--- src/rtl/dsp_config_bank.sv ---
// rtl/dsp_config_bank.sv - per-channel shadow/active config bank with frame-synchronous commit
module dsp_config_bank #(
    parameter int               NUM_CH      = 4,
    parameter int               CFG_W       = 5,
    parameter logic [CFG_W-1:0] DEFAULT_CFG = '0,
    parameter bit               SYNC_APPLY  = 1'b1,
    localparam int              AW          = (NUM_CH > 1) ? $clog2(NUM_CH) : 1
) (
    input  logic                     clk,
    input  logic                     reset,
    input  logic                     wr_en,
    input  logic [AW-1:0]            wr_addr,
    input  logic [CFG_W-1:0]         wr_data,
    input  logic                     lock,
    input  logic                     commit_req,
    input  logic                     frame_sync,
    input  logic                     rd_en,
    input  logic [AW-1:0]            rd_addr,
    input  logic                     rd_src,
    output logic [CFG_W-1:0]         rd_data,
    output logic                     rd_valid,
    output logic                     wr_err,
    output logic [NUM_CH-1:0]        dirty,
    output logic                     busy,
    output logic                     apply_done,
    output logic [NUM_CH*CFG_W-1:0]  cfg_active
);

    typedef enum logic [1:0] {
        IDLE    = 2'd0,
        PENDING = 2'd1,
        APPLY   = 2'd2
    } state_t;

    state_t           state;
    logic [CFG_W-1:0] shadow [NUM_CH];
    logic [CFG_W-1:0] active [NUM_CH];
    logic             wr_ok;
    logic [CFG_W-1:0] rd_word;

    // Write acceptance and readback mux; out-of-range reads return zero
    always_comb begin
        wr_ok   = wr_en && !lock && (32'(wr_addr) < NUM_CH);
        rd_word = '0;
        if (32'(rd_addr) < NUM_CH) begin
            rd_word = rd_src ? active[rd_addr] : shadow[rd_addr];
        end
    end

    // Commit sequencer: APPLY lasts one cycle and may re-arm straight away on a new commit_req
    always_ff @(posedge clk) begin
        if (reset) begin
            state      <= IDLE;
            apply_done <= 1'b0;
        end else begin
            apply_done <= (state == APPLY);
            case (state)
                IDLE:    if (commit_req) state <= SYNC_APPLY ? PENDING : APPLY;
                PENDING: if (frame_sync) state <= APPLY;
                APPLY:   state <= commit_req ? (SYNC_APPLY ? PENDING : APPLY) : IDLE;
                default: state <= IDLE;
            endcase
        end
    end

    // Shadow/active banks and dirty flags; a write on the apply edge wins over the dirty clear
    always_ff @(posedge clk) begin
        for (int i = 0; i < NUM_CH; i++) begin
            if (reset) begin
                shadow[i] <= DEFAULT_CFG;
                active[i] <= DEFAULT_CFG;
                dirty[i]  <= 1'b0;
            end else begin
                if (state == APPLY) begin
                    active[i] <= shadow[i];
                end
                if (wr_ok && (32'(wr_addr) == i)) begin
                    shadow[i] <= wr_data;
                    dirty[i]  <= 1'b1;
                end else if (state == APPLY) begin
                    dirty[i]  <= 1'b0;
                end
            end
        end
    end

    // Registered readback and write-reject pulse
    always_ff @(posedge clk) begin
        if (reset) begin
            rd_data  <= '0;
            rd_valid <= 1'b0;
            wr_err   <= 1'b0;
        end else begin
            rd_valid <= rd_en;
            wr_err   <= wr_en && !wr_ok;
            if (rd_en) begin
                rd_data <= rd_word;
            end
        end
    end

    // Flatten the active bank, channel 0 in the LSBs
    always_comb begin
        cfg_active = '0;
        for (int i = 0; i < NUM_CH; i++) begin
            cfg_active[i*CFG_W +: CFG_W] = active[i];
        end
    end

    assign busy = (state != IDLE);

endmodule

--- config.mk ---
export PLATFORM = sky130hd
export DESIGN_NAME = dsp_config_bank
export DESIGN_NICKNAME = d
export VERILOG_FILES = /design/src/rtl/dsp_config_bank.sv
export SDC_FILE = /design/constraint.sdc
export NUM_CORES = 1
export LEC_CHECK = 0
export ABC_AREA = 1
export ABC_CLOCK_PERIOD_IN_PS = 2150
export BUFFER_PORTS_ARGS = -buffer_cell sky130_fd_sc_hd__buf_2
export CAP_MARGIN = 25
export CORE_AREA = 2 2 66 84
export DETAILED_ROUTE_END_ITERATION = 6
export DIE_AREA = 0 0 68 86
export PLACE_DENSITY = 0.81
export SLEW_MARGIN = 20
export SYNTH_ARGS = -nofsm -noshare
export SYNTH_HDL_FRONTEND = slang
export SYNTH_SLANG_ARGS = --single-unit
export TNS_END_PERCENT = 1
--- constraint.sdc ---
create_clock -name clk -period 2.15 [get_ports clk]
set_clock_uncertainty 0.15 [all_clocks]
set_input_delay 0.215 -clock clk [delete_from_list [all_inputs] [get_ports clk]]
set_output_delay 0.215 -clock clk [all_outputs]
set_load 0.02 [all_outputs]
==> impl_metrics.py, run 1 <==
metrics = {
    "synth": {
        "yosysTopAreaCell": "edfxtp_1",
        "synth_cell_types": 17,
        "syn_area_um2": 2442,
        "synth-seq-cells": 54,
        "synth.area.top_cells": "edfxtp_1 (49%), dfxtp_1 (11%), nand2_1 (8.9%)",
        "yosysWarnings": 0,
        "synth_adder_area_share_pct": 0,
        "synth_area_per_cell_um2": 8.754,
        "synth_top_family_by_area": "simple AND/OR/NAND/NOR gates",
        "ys_seq_area_share_pct": 60.66,
        "synthSimpleGateAreaFrac_pct": 25.36,
        "synth_nets": 296,
        "synthCells": 279,
        "synthXorXnorAreaFrac_pct": 0,
        "synth.mux.area_fraction_pct": 0,
        "synth-compound-area-share_pct": 2.254,
        "netlist.area_leader.share_pct": 49.18,
    },
    "timing": {
        "slew_headroom_pct": 76.27,
        "fmax_mhz": 661.3,
        "worst_slack_ns": 0.6379,
        "tns_ns": 0,
        "period_minus_slack_ns": 1.512,
        "fin_crit_sh_pct": 70.33,
        "hold_viol_final": 0,
        "finalSetupViolations": 0,
        "worst_pin_slew_ns": 0.3559,
        "finalMaxSlewViolations": 0,
        "rsz0062_at_grt": "false",
    },
    "cts": {
        "clk_path_buf_depth": 2,
        "htreeDepth": 2,
        "hold_buffers": 3,
        "cts_tree": "done",
        "cts.clk_slew.worst_paths_ns": 0.09,
        "ctsResizeCount": 0,
        "clk_latency_ns": 0.31,
        "numCtsBuffers": 5,
        "clockRootBuffer": "clkbuf_8",
        "post_cts_buffers": 0,
        "cts.sinks": 54,
    },
    "finish": {
        "drive_gt1_share_pct": 20.61,
        "fin_cells": 392,
        "n_antenna_cell": 0,
        "syn_to_final_growth_pct": 15.78,
        "final_nets": 346,
        "final_cell_mix": "nand2_1 (58), inv_1 (53), buf_2 (49)",
        "layout_commonest_cell": "nand2_1",
    },
    "detailed_routing": {
        "remaining_drc_errors": 0,
        "antenna_left": 0,
        "num_vias": 1884,
        "drt_iter0_drc": 97,
        "viasPerCell": 4.806,
        "first_pass_iters": 4,
        "drt-total-wl_um": 4765,
        "wire_per_inst_um": 12.16,
    },
    "power_and_ir_drop": {
        "max-vdd-ir-drop_uv": 506.8,
        "p_leak_nw": 1.411,
        "p_per_area_nw_per_um2": 716.8,
        "power_mw": 2.027,
    },
    "floorplanning": {
        "die_h_um": 86,
        "fp.coreArea_um2": 5007,
        "dieArea_um2": 5848,
        "initial_core_util_pct": 48.78,
        "rows": 29,
        "ios": 50,
        "die_w_um": 68,
    },
    "critical_path": {
        "worst-setup-path-type": "primary input to flip-flop",
        "required_ns": 2.06,
        "worstPathArrival_ns": 1.42,
        "cp-end-kind": "flip-flop",
        "r2r_start": "state[1]$_SDFFE_PP0P_",
        "cp-start-kind": "primary input",
        "startpoint": "wr_en",
        "crit_fanout": 5,
    },
    "global_routing": {
        "antenna_found_initial": 0,
        "grt_pass1_vias": 1831,
        "grt_max_degree": 22,
        "grt-ovfl-total": 0,
        "grt_pass1_wl_um": 7741,
        "gr-usage-all-layers_pct": 17.84,
    },
    "worst_hold_path": {
        "hold_class": "primary input to flip-flop",
        "worstHoldStart": "commit_req",
    },
    "place": {
        "dp_cells": 381,
        "dpl.hpwl_um": 3591,
        "pre_cts_ws_ns": 0.6702,
        "place_congestion": 0.8814,
        "portBuffers": 49,
    },
    "outcome": {
        "status": "complete, no violations",
    },
    "run": {
        "maxCapViolations": 0,
    },
}
==> final cells by class <==
cell class	instances	area [um2]
Clock inverter	2	11.26
Fill cell	481	2180
Tap cell	62	77.57
Clock buffer	6	82.58
Sequential cell	54	1481
Timing Repair Buffer	53	282.8
Inverter	58	217.7
Multi-Input combinational cell	157	674.4
==> kinds of logic (layout without fill, tap and decap cells) <==
| family | count (synthesis) | in the layout |
|---|---|---|
| AND/OR/NAND/NOR | 146 | 146 |
| AO/OA/AOI/OAI | 11 | 11 |
| buffers and inverters | 68 | 119 |
| flip-flops | 54 | 54 |
==> critical path, stage by stage <==
cell	delay, ns
dlygate4sd3_1	0.54
buf_2	0.13
nand2_1	0.12
nor3_1	0.07
or2_2	0.34
==> synth_stat cells (all sizes together) <==
library cell / count
nand2: 58
inv: 57
nor2: 44
edfxtp: 40
nand3: 35
dfxtp: 14
buf: 10
a21oi: 6
o21ai: 5
nor3: 4
or2: 4
clkinv: 1
nor4: 1
==> per-stage QoR <==
step	utilization [%]	instance area (um2)	hold slack [ns]
after floorplan	-	2442	0.1788
after global placement	54.00	2704	0.2576
after detailed placement	54.00	2704	0.2764
after CTS	56.47	2828	0.003530
after global routing	56.47	2828	0.02363
final	56.47	2828	0.006497
==> state kept, by name (all words and copies together), names as in the netlist <==
register / cells
state: 2
dirty: 4
shadow: 20
wr_err: 1
rd_data: 5
apply_done: 1
rd_valid: 1
active: 20
==> routing by layer <==
layer  global-route usage, %  share of wire [%]  wire (um)  up-vias
li1                        -                  -          -      962
met1                   20.26                 40       1926      827
met2                   30.19                 51       2417       75
met3                   3.018                5.0        239       20
met4                   11.27                3.8        181        0
met5                       0                  0          0        -
==> report_power, final <==
part           internal [mW]  switching, mW  total, mW
clock network          0.260          0.316      0.576
registers               1.17         0.0226       1.20
logic                 0.0801          0.173      0.253
==> path summary, 6_finish.rpt <==
kind	to	slack [ns]	cells past startpoint
worst max-delay path	shadow[3][1]$_SDFFCE_PN0P_	0.64	5
worst min-delay path	state[0]$_SDFFE_PP0P_	0.006	3
worst max register to register	active[1][1]$_SDFFCE_PN0P_	0.77	5
worst min register to register	state[1]$_SDFFE_PP0P_	0.29	1
(Power assumes the default switching activity.)
==> inputs of run 2 (changes only) <==
- ABC_AREA: 1 -> 0
- ABC_CLOCK_PERIOD_IN_PS: 2150 -> 1250
- PLACE_DENSITY: 0.81 -> 0.82
- clock period: 2.15 -> 1.25 ns (I/O delays scaled with it)
==> impl_metrics.py, run 2 <==
metrics = {
    "place": {
        "dp_cells": 310,
        "dpl.hpwl_um": 3628,
        "place_congestion": 0.8252,
        "placed_area_um2": 2924,
        "pre_cts_ws_ns": -0.1877,
        "portBuffers": 49,
    },
    "global_routing": {
        "grt_pass1_vias": 1635,
        "antenna_found_initial": 0,
        "grt_max_degree": 22,
        "gr-usage-all-layers_pct": 17.71,
        "grt-ovfl-total": 0,
        "grt_pass1_wl_um": 7603,
    },
    "synth": {
        "yosysWarnings": 0,
        "synth_nets": 191,
        "ys_async_sr_fraction_pct": 0,
        "synth_edf_count": 40,
        "synth.area.top_cells": "edfxtp_1 (51%), dfxtp_1 (12%), and2_1 (11%)",
        "ys_seq_area_share_pct": 62.58,
        "synth-seq-cells": 54,
        "netlist.area_leader.share_pct": 50.74,
        "yosysTopAreaCell": "edfxtp_1",
        "synthCells": 174,
        "synth_area_per_cell_um2": 13.61,
        "ys_top_cells_by_count": "and2_1 (40), edfxtp_1 (40), dfxtp_1 (14)",
        "synthFlopType": "edfxtp_1",
        "syn_area_um2": 2367,
        "synth_cell_types": 28,
    },
    "timing": {
        "hold_viol_final": 0,
        "worst_pin_slew_ns": 0.5418,
        "fin_crit_sh_pct": 109.6,
        "finalMaxSlewViolations": 0,
        "tns_ns": -1.615,
        "rsz0062_at_grt": "true",
        "worst_slack_ns": -0.1206,
        "fmax_mhz": 729.6,
        "slew_headroom_pct": 63.60,
        "hold_slack_ns": 0.005149,
        "finalSetupViolations": 40,
        "period_minus_slack_ns": 1.371,
    },
    "critical_path": {
        "worst-r2r-setup-slack_ns": -0.10,
        "crit_fanout": 3,
        "r2r-end": "rd_data[3]$_SDFFE_PP0P_",
        "critPathCapture": "busy",
        "rr_worst_depth": 4,
        "worstPathArrival_ns": 1.10,
        "required_ns": 0.98,
        "startpoint": "state[1]$_SDFFE_PP0P_",
        "worst-setup-path-type": "flip-flop to output pin",
        "cp-start-kind": "flip-flop",
        "cp-end-kind": "output pin",
        "r2r_start": "active[2][3]$_SDFFCE_PN0P_",
    },
    "power_and_ir_drop": {
        "p_per_area_nw_per_um2": 1097,
        "power_mw": 3.648,
        "switchingPower_mw": 0.8648,
        "p_leak_nw": 1.459,
        "intPower_mw": 2.784,
        "seq_power_share_pct": 57.2,
        "max-vdd-ir-drop_uv": 935.8,
        "combPwrFrac_pct": 16.4,
        "power_frac_clock_pct": 26.4,
        "swShare_pct": 23.70,
    },
    "finish": {
        "drive_gt1_share_pct": 44.53,
        "top_regs": "active (20), shadow (20), rd_data (5)",
        "layout_commonest_cell": "edfxtp_1",
        "syn_to_final_growth_pct": 40.43,
        "fin_cells": 327,
        "final_cell_mix": "edfxtp_1 (40), and2_1 (39), buf_2 (29)",
        "fin_util_pct": 66.39,
        "final_nets": 281,
        "n_antenna_cell": 0,
        "fin_area_um2": 3324,
    },
    "detailed_routing": {
        "antenna_left": 0,
        "num_vias": 1664,
        "drt_iter0_drc": 91,
        "drt-total-wl_um": 5009,
        "remaining_drc_errors": 0,
        "viasPerCell": 5.089,
        "wire_per_inst_um": 15.32,
        "first_pass_iters": 4,
    },
    "floorplanning": {
        "ios": 50,
        "die_w_um": 68,
        "dieArea_um2": 5848,
        "fp.coreArea_um2": 5007,
        "die_h_um": 86,
        "initial_core_util_pct": 47.28,
        "rows": 29,
    },
    "outcome": {
        "violations": "negative setup slack",
        "status": "finished, violations left",
    },
    "cts": {
        "clockRootBuffer": "clkbuf_8",
        "numCtsBuffers": 5,
        "cts.clk_slew.worst_paths_ns": 0.09,
        "clk_path_buf_depth": 2,
        "clk_latency_ns": 0.30,
        "htreeDepth": 2,
        "cts_tree": "done",
        "cts.sinks": 54,
    },
    "worst_hold_path": {
        "hold_class": "primary input to flip-flop",
    },
    "run": {
        "maxCapViolations": 0,
    },
}
==> run 2: cell types whose count changed in the layout (fill, tap and decap cells not counted), moves of 6 or more <==
cell / previous run / this run
nand3_1: 35 / 0
a21o_1: 0 / 6
buf_6: 0 / 27
nor2_1: 42 / 10
mux2_4: 0 / 9
and2_1: 0 / 39
mux2i_1: 0 / 10
buf_4: 1 / 24
inv_1: 53 / 2
buf_2: 49 / 29
nand2_1: 58 / 2
==> run 2: layout make-up <==
type	instances	area, um2
clock buffers	8	90.09
multi-input cells	111	917.1
fillers	367	1683
repair buffers	89	739.5
flip-flops and latches	54	1484
inverters	3	16.27
well taps	62	77.57
==> run 2: timing repair <==
item / CTS / global route
gates resized for setup: 39 / 28
cloned: 0 / 1
hold endpoints to repair: 10 / 0
endpoints found under the setup margin: 47 / 66
pin swaps: 17 / 0
hold buffers: 7 / 0
setup buffers: 1 / 0
==> run 2: kinds of logic after synthesis <==
kind of cell	Yosys count	share of synthesized area (%)
muxes	20	8.985
and+or+nand+nor	66	16.39
buffers and inverters	9	2.907
DFF	54	62.58
AOI/OAI and AO/OA	25	9.144
==> run 2: layer usage <==
metal  GRT usage [%]  part of all wire [%]  vias to the layer above
li1                -                     -                      818
met1           20.83                    39                      786
met2           30.45                    55                       50
met3           3.675                   4.1                       10
met4           7.818                   2.1                        0
met5               0                     0                        -
==> run 2: power groups by stage <==
| stage | logic [mW] | clock network (mW) | registers, mW |
|---|---|---|---|
| after floorplan | 0.228 | 0 | 2.17 |
| after global placement | 0.489 | 0 | 2.12 |
| after detailed placement | 0.498 | 0 | 2.12 |
| after CTS | 0.569 | 0.973 | 2.08 |
| after global routing | 0.642 | 1.01 | 2.10 |
| final | 0.599 | 0.964 | 2.09 |
==> run 2: worst min path at each step <==
| stage | start | endpoint | slack (ns) | cells after the start |
|---|---|---|---|---|
| after floorplan | reset | rd_valid$_SDFF_PP0_ | 0.05 | 1 |
| after global placement | commit_req | state[0]$_SDFFE_PP0P_ | 0.21 | 3 |
| after detailed placement | commit_req | state[0]$_SDFFE_PP0P_ | 0.21 | 3 |
| after CTS | wr_en | wr_err$_SDFF_PP0_ | 0.005 | 3 |
| after global routing | wr_data[4] | shadow[2][4]$_SDFFCE_PN0P_ | 0.01 | 2 |
| final | wr_en | wr_err$_SDFF_PP0_ | 0.005 | 3 |
==> run 2: critical path, cell delays in order, from the launching register on <==
cell	delay, ns
dfxtp_2	0.33
buf_6	0.11
or2_4	0.22
buf_6	0.13
==> inputs of run 3 (changes only) <==
- ABC_CLOCK_PERIOD_IN_PS: 1250 -> 1200
- clock period: 1.25 -> 1.2 ns (I/O delays scaled with it)
==> impl_metrics.py, run 3 (synthesis gave the netlist of run 2 again) <==
metrics = {
    "outcome": {
        "status": "finished, violations left",
        "violations": "negative setup slack",
    },
    "cts": {
        "numCtsBuffers": 5,
        "clk_latency_ns": 0.30,
        "cts_tree": "done",
        "clk_path_buf_depth": 2,
        "htreeDepth": 2,
        "clockRootBuffer": "clkbuf_8",
        "cts.sinks": 54,
        "cts.clk_slew.worst_paths_ns": 0.09,
    },
    "timing": {
        "worst_slack_ns": -0.1744,
        "fmax_mhz": 727.6,
        "finalSetupViolations": 66,
        "finalMaxSlewViolations": 0,
        "fin_crit_sh_pct": 114.5,
        "slew_headroom_pct": 67.19,
        "rsz0062_at_grt": "true",
        "hold_viol_final": 0,
        "period_minus_slack_ns": 1.374,
        "worst_pin_slew_ns": 0.4883,
    },
    "power_and_ir_drop": {
        "power_mw": 3.783,
        "p_leak_nw": 1.479,
        "p_per_area_nw_per_um2": 1133,
        "max-vdd-ir-drop_uv": 899.6,
    },
    "detailed_routing": {
        "drt-total-wl_um": 4960,
        "wire_per_inst_um": 14.94,
        "drt_iter0_drc": 55,
        "antenna_left": 0,
        "num_vias": 1691,
        "first_pass_iters": 4,
        "remaining_drc_errors": 0,
        "viasPerCell": 5.093,
    },
    "worst_hold_path": {
        "worstHoldStart": "rd_en",
        "hold_class": "primary input to flip-flop",
    },
    "floorplanning": {
        "initial_core_util_pct": 47.28,
        "die_w_um": 68,
        "die_h_um": 86,
        "fp.coreArea_um2": 5007,
        "dieArea_um2": 5848,
        "ios": 50,
        "rows": 29,
    },
    "critical_path": {
        "crit_slowest_cell": "dfxtp_2",
        "worstPathArrival_ns": 1.39,
        "path_buf_inv": 2,
        "cpMostUsedCell": "buf_4",
        "crit_fanout": 11,
        "worst-setup-path-type": "flip-flop to flip-flop",
        "cp-end-kind": "flip-flop",
        "required_ns": 1.22,
        "r2r_start": "state[1]$_SDFFE_PP0P_",
        "max_stage_delay_ns": 0.35,
        "cp_top_family": "simple AND/OR/NAND/NOR gates",
        "startpoint": "state[1]$_SDFFE_PP0P_",
        "cp-start-kind": "flip-flop",
        "crit_chain": "buf_4 > nor3b_2 > buf_4 > and2_1",
    },
    "finish": {
        "top_regs": "active (20), shadow (20), rd_data (5)",
        "syn_to_final_growth_pct": 41.07,
        "fin_cells": 332,
        "final_nets": 286,
        "drive_gt1_share_pct": 44.44,
        "fin_util_pct": 66.69,
        "n_antenna_cell": 0,
        "fin_area_um2": 3339,
        "final_cell_mix": "and2_1 (40), edfxtp_1 (40), buf_4 (29)",
    },
    "global_routing": {
        "grt-ovfl-total": 0,
        "antenna_found_initial": 0,
        "grt_max_degree": 22,
        "gr-usage-all-layers_pct": 18.43,
        "grt_pass1_vias": 1697,
        "grt_pass1_wl_um": 7907,
    },
    "place": {
        "place_congestion": 0.8388,
        "placed_area_um2": 2932,
        "portBuffers": 49,
        "dpl.hpwl_um": 3526,
        "dp_cells": 311,
        "pre_cts_ws_ns": -0.2397,
    },
    "run": {
        "maxCapViolations": 0,
    },
}
## run 3: cell types whose count changed in the layout (fill, tap and decap cells not counted), sizes merged
cell         before  now
dlygate4sd3       7   10
clkinv            0    1
buf              82   84
clkbuf            8    7
## run 3: worst register-to-register path, delay by kind of cell, from the launching register on
kind                   cells  cell delay (ns)
and+or+nand+nor            2             0.42
DFF                        1             0.35
buffers and inverters      2             0.33
## run 3: repair_timing
action | in CTS | in global routing
hold buffers | 10 | 0
setup buffers | 2 | 0
pin swaps | 14 | 0
hold endpoints to repair | 18 | 0
resized for setup | 48 | 13
cloned | 0 | 1
endpoints found under the setup margin | 66 | 73
## run 3: through the flow
stage	hold slack (ns)	setup TNS [ns]
4_1_cts	0.04342	-5.364
3_5_place_dp	0.2104	-5.242
2_1_floorplan	0.04161	-4.039
3_3_place_gp	0.2033	-4.384
5_1_grt	0.05890	-8.857
6_report	0.04449	-5.729
## run 3: path summary, 6_finish.rpt
check / to / slack, ns / cells past startpoint
min reg2reg: dirty[2]$_SDFFE_PP0P_ / 0.31 / 1
max reg2reg: active[3][4]$_SDFFCE_PN0P_ / -0.17 / 4
max: active[3][4]$_SDFFCE_PN0P_ / -0.17 / 4
min: rd_data[3]$_SDFFE_PP0P_ / 0.04 / 2
## run 3: final cells by class
type | count | area (um2)
repair buffers | 94 | 779.5
clock buffers | 7 | 86.33
multi-input cells | 111 | 893.4
clock inverters | 1 | 5.005
fillers | 367 | 1668
flip-flops and latches | 54 | 1484
well taps | 62 | 77.57
inverters | 3 | 13.76
## run 3: per-layer routing
layer  up-vias  track usage (%)  wire [um]
li1        822                -          -
met1       790            20.33       1887
met2        62            32.30       2654
met3        17            3.018        210
met4         0            10.73        207
met5         -                0          0
## run 3: power by group
group	leakage, nW	switching, mW	internal (mW)
combinational	0.915	0.301	0.323
clock	0.0482	0.525	0.466
sequential	0.516	0.0603	2.11
